[config.mk]
export PLATFORM = sky130hd
export DESIGN_NAME = shift_rows_stage
export DESIGN_NICKNAME = d
export VERILOG_FILES = /design/src/rtl/shift_rows_stage.sv
export SDC_FILE = /design/constraint.sdc
export NUM_CORES = 1
export LEC_CHECK = 0
export ABC_CLOCK_PERIOD_IN_PS = 4810
export BUFFER_PORTS_ARGS = -buffer_cell sky130_fd_sc_hd__buf_2
export CELL_PAD_IN_SITES_DETAIL_PLACEMENT = 1
export CELL_PAD_IN_SITES_GLOBAL_PLACEMENT = 2
export CORE_MARGIN = 2
export CORE_UTILIZATION = 27
export DETAILED_ROUTE_END_ITERATION = 8
export GPL_ROUTABILITY_DRIVEN = 0
export PLACE_DENSITY = 0.94
export SLEW_MARGIN = 10
export SYNTH_ARGS = -nofsm -noshare
export SYNTH_HDL_FRONTEND = slang
export SYNTH_HIERARCHICAL = 1
export SYNTH_SLANG_ARGS = --single-unit
[constraint.sdc]
create_clock -name clk -period 4.81 [get_ports clk]
set_clock_uncertainty 0.15 [all_clocks]
set_input_delay 0.481 -clock clk [delete_from_list [all_inputs] [get_ports clk]]
set_output_delay 0.481 -clock clk [all_outputs]
set_load 0.01 [all_outputs]
[src/rtl/shift_rows_stage.sv]
// One-entry registered ShiftRows stage with valid/ready handshake on both sides.
// Optional inverse shift (in_inv) is built only when SHIFT_ROWS_INV_EN is defined.

module shift_rows_row #(
    parameter int NB = 4,
    parameter int SH = 0
) (
    input  logic [NB-1:0][7:0] row_in,
`ifdef SHIFT_ROWS_INV_EN
    input  logic               inv,
`endif
    output logic [NB-1:0][7:0] row_out
);

    genvar c;
    generate
        for (c = 0; c < NB; c++) begin : g_col
            localparam int FWD_SRC = (c + SH) % NB;
`ifdef SHIFT_ROWS_INV_EN
            localparam int INV_SRC = (c + NB - SH) % NB;
            assign row_out[c] = inv ? row_in[INV_SRC] : row_in[FWD_SRC];
`else
            assign row_out[c] = row_in[FWD_SRC];
`endif
        end
    endgenerate

endmodule

module shift_rows_stage #(
    parameter int NB = 4,
    parameter int W  = 32 * NB
) (
    input  logic         clk,
    input  logic         reset,
    input  logic         in_valid,
    output logic         in_ready,
    input  logic [W-1:0] in_data,
    input  logic         in_inv,
    output logic         out_valid,
    input  logic         out_ready,
    output logic [W-1:0] out_data,
    output logic [15:0]  blk_count
);

    typedef enum logic {EMPTY, FULL} state_t;

    state_t state_q, state_d;
    logic   load;

    logic [3:0][NB-1:0][7:0] rows_in;
    logic [3:0][NB-1:0][7:0] rows_out;
    logic [W-1:0]            shifted;

`ifndef SHIFT_ROWS_INV_EN
    logic unused_inv;
    assign unused_inv = in_inv;
`endif

    // Column-major byte order: byte (r,c) sits at byte index 4c+r from the MSB.
    genvar r, c;
    generate
        for (r = 0; r < 4; r++) begin : g_row
            for (c = 0; c < NB; c++) begin : g_map
                assign rows_in[r][c]                    = in_data[W-1-8*(4*c+r) -: 8];
                assign shifted[W-1-8*(4*c+r) -: 8]       = rows_out[r][c];
            end

            // Wide (NB=8) states skip offset 2: rows 2 and 3 rotate by 3 and 4.
            localparam int SH = (NB == 8 && r >= 2) ? r + 1 : r;

            shift_rows_row #(.NB(NB), .SH(SH)) u_row (
                .row_in  (rows_in[r]),
`ifdef SHIFT_ROWS_INV_EN
                .inv     (in_inv),
`endif
                .row_out (rows_out[r])
            );
        end
    endgenerate

    always_comb begin
        state_d  = state_q;
        in_ready = (state_q == EMPTY) || out_ready;
        load     = in_valid && in_ready;
        case (state_q)
            EMPTY: if (load) state_d = FULL;
            FULL:  if (out_ready && !in_valid) state_d = EMPTY;
            default: state_d = EMPTY;
        endcase
    end

    assign out_valid = (state_q == FULL);

    always_ff @(posedge clk) begin
        if (reset) begin
            state_q   <= EMPTY;
            out_data  <= '0;
            blk_count <= '0;
        end else begin
            state_q <= state_d;
            if (load)
                out_data <= shifted;
            if (out_valid && out_ready)
                blk_count <= blk_count + 16'd1;
        end
    end

endmodule

==> metrics.json <==
{
  "run_status": {
    "outcome": "finished, final reports clean"
  },
  "placement": {
    "numPortBuffers": 277,
    "placedInstanceArea_um2": 6690,
    "dpl.cell_count": 1160,
    "dp_hpwl_mm": 11.4
  },
  "yosys": {
    "mappedNetlistArea_um2": 6060,
    "synth.net_count": 904,
    "synth_cell_types": 23,
    "yosys_warnings": 6,
    "netlist_instances": 770,
    "synth_area_per_cell_um2": 7.87,
    "synth-seq-cells": 145,
    "register_area_share_after_synthesis_pct": 47.9
  },
  "setup_path": {
    "worst_path_max_delay_cell": "sky130_fd_sc_hd__and2_4",
    "worst-setup-path-type": "reg -> reg",
    "worstSetupEndpoint": "out_data[30]",
    "r2r-start": "out_valid",
    "arrival_ns": 2.50,
    "r2r_end": "out_data[30]",
    "worst_ep_required_time_ns": 4.99,
    "worstRegToRegCells": 5,
    "regToRegSetupSlack_ns": 2.50,
    "critical_path_maximum_fanout": 80,
    "timing.critical_path.slowest_cell_delay_ns": 0.77,
    "crit_chain": "nand2b_1, and2_4, buf_4, nand2_1, a21oi_1",
    "cp-end-kind": "register",
    "critical_path.startpoint": "out_valid",
    "timing.critical_path.from_type": "register"
  },
  "final_layout": {
    "leading_cell_type_in_the_layout_fill_and_taps_excluded": "sky130_fd_sc_hd__buf_2",
    "stdcell_area_um2": 7280,
    "area_delta_synth_final_pct": 20.2,
    "final_core_util_pct": 33.3,
    "final_cell_mix": "sky130_fd_sc_hd__buf_2 (276), sky130_fd_sc_hd__nand2_1 (262), sky130_fd_sc_hd__dfxtp_1 (145)",
    "nets": 1033,
    "fin_cells": 1193,
    "layout-drive-gt1-share_pct": 34.6
  },
  "floorplan": {
    "die_height_um": 154,
    "core_area_um2": 21900,
    "rows": 54,
    "fp.dieArea_um2": 23600,
    "fp.dieW_um": 154,
    "start_util_pct": 27.7,
    "io_pins": 279
  },
  "grt": {
    "largest_net_degree_at_the_start_of_global_routing": 81,
    "grt_pass1_wl_mm": 26.2,
    "groute.usage.overall_pct": 13.7,
    "grt_overflow_total": 0,
    "grt_pass1_vias": 5092,
    "grt_antenna_before_repair": 1
  },
  "detailed_routing": {
    "post_drt_via_cell_ratio": 4.28,
    "ant_nets": 0,
    "initial_detailed_routing_violation_count": 161,
    "routed_wirelength_mm": 16.5,
    "firstDrtPassIters": 4,
    "wire_per_inst_um": 13.9,
    "total_number_of_vias": 5101,
    "drc": 0
  },
  "power": {
    "p_per_area_nw_per_um2": 402,
    "power.ir.vdd_worst_mv": 0.196,
    "power.leakage_nw": 3.41
  },
  "sta": {
    "final_min_period_over_clock_period_pct": 48.1,
    "slew_violations": 0,
    "fin_tns_setup_ns": 0,
    "setup_failing_eps_final": 0,
    "max_slew_margin_pct": 38.6,
    "grt_setup_unrepaired": "no",
    "timing.fmax_mhz": 432,
    "final_critical_path_required_period_ns": 2.31,
    "timing_worst_slew_pin_value_ns": 0.922,
    "hold_viol": 0
  },
  "clock_tree": {
    "cts_tree": "done",
    "hold_buffers": 0,
    "htreeDepth": 4,
    "clock_tree.buffer_depth": 2,
    "cts_made_buffers": 17,
    "post_cts.repair.setup_buffers": 0,
    "root_buf_cell": "sky130_fd_sc_hd__clkbuf_16",
    "path_clk_slew_ns": 0.06,
    "clk-insertion-delay-late_ns": 0.41,
    "cts_resized": 0,
    "clock-sinks": 145
  },
  "min_path": {
    "holdCritStartpoint": "in_data[113]",
    "hold_path_class": "in -> reg"
  },
  "flow_run": {
    "drv_cap": 0
  }
}
through the flow:
stage | hold WS, ns | power (mW) | setup WS, ns
6_report | 0.154 | 2.93 | 2.50
5_1_grt | 0.135 | 3.08 | 2.27
4_1_cts | 0.130 | 2.99 | 2.46
3_5_place_dp | 0.293 | 1.63 | 2.20
3_3_place_gp | 0.288 | 1.62 | 2.23
2_1_floorplan | 0.331 | 1.55 | 3.16
sequential cells by signal (all words and copies together) (netlist names):
signal     count
out_data     128
out_valid      1
blk_count     16
worst min path at each step:
stage                                to  slack [ns]  cells after the start
after floorplan             out_data[0]        0.33                      2
after detailed placement   out_data[64]        0.29                      2
after CTS                  out_data[29]        0.13                      3
final                      out_data[17]        0.15                      3
after global routing      out_data[126]        0.13                      3
after global placement     out_data[63]        0.29                      2
critical path, delay by kind of cell, from the launching register on:
kind	cells	cell delay, ns
buf+inv	1	0.41
compound gates	1	0.14
flops	1	0.39
simple gates	3	1.09
cell usage after synthesis:
cell type | number | share of area (%)
sky130_fd_sc_hd__nand2_1 | 263 | 16
sky130_fd_sc_hd__dfxtp_1 | 145 | 48
sky130_fd_sc_hd__a21oi_1 | 133 | 11
sky130_fd_sc_hd__buf_4 | 129 | 16
sky130_fd_sc_hd__clkbuf_1 | 23 | 1.4
sky130_fd_sc_hd__buf_2 | 16 | 1.3
sky130_fd_sc_hd__nor2_1 | 12 | 0.74
sky130_fd_sc_hd__xnor2_1 | 8 | 1.2
sky130_fd_sc_hd__nor4_1 | 5 | 0.52
sky130_fd_sc_hd__buf_1 | 4 | 0.25
sky130_fd_sc_hd__inv_1 | 4 | 0.25
sky130_fd_sc_hd__nand3_1 | 4 | 0.33
sky130_fd_sc_hd__nand4_1 | 4 | 0.41
sky130_fd_sc_hd__or3_1 | 4 | 0.41
sky130_fd_sc_hd__xor2_1 | 4 | 0.58
sky130_fd_sc_hd__nor3_1 | 3 | 0.25
sky130_fd_sc_hd__o21ai_0 | 3 | 0.25
sky130_fd_sc_hd__and2_1 | 1 | 0.10
sky130_fd_sc_hd__and4_1 | 1 | 0.14
sky130_fd_sc_hd__dlygate4sd1_1 | 1 | 0.14
sky130_fd_sc_hd__ha_1 | 1 | 0.21
sky130_fd_sc_hd__nand2b_1 | 1 | 0.10
sky130_fd_sc_hd__nand4_2 | 1 | 0.21
kinds of logic (layout without fill, tap and decap cells):
logic type	count (synthesis)	in the layout	synth area share, %
xor+xnor	12	12	1.74
other cells	0	1	0
compound gates	136	136	11.2
fa+ha+maj	1	1	0.207
flops	145	145	47.9
simple gates	299	299	19.5
buf+inv	177	319	19.4
area by class of cell:
class                           count  area (um^2)
Sequential cell                   145         2900
Inverter                            4         15.0
Fill cell                        2783        14600
Tap cell                          280          350
Clock buffer                       21          460
Clock inverter                     11          128
Multi-Input combinational cell    448         1990
Antenna cell                        1         2.50
Timing Repair Buffer              283         1430
layer usage:
layer	track usage, %	vias to the layer above	part of all wire (%)
met5	0	-	0
met4	4.67	0	1.8
met3	5.72	13	8.9
met2	22.4	176	46
met1	16.3	2328	43
li1	-	2584	-
report_power, final:
group          leakage, nW  total (mW)  switching (mW)  internal [mW]
combinational         1.94       0.304           0.182          0.123
clock                0.280        1.33           0.533          0.797
sequential            1.19        1.29          0.0296           1.27
total                 3.41        2.93           0.744           2.18
Power figures use the tool's default switching activity.
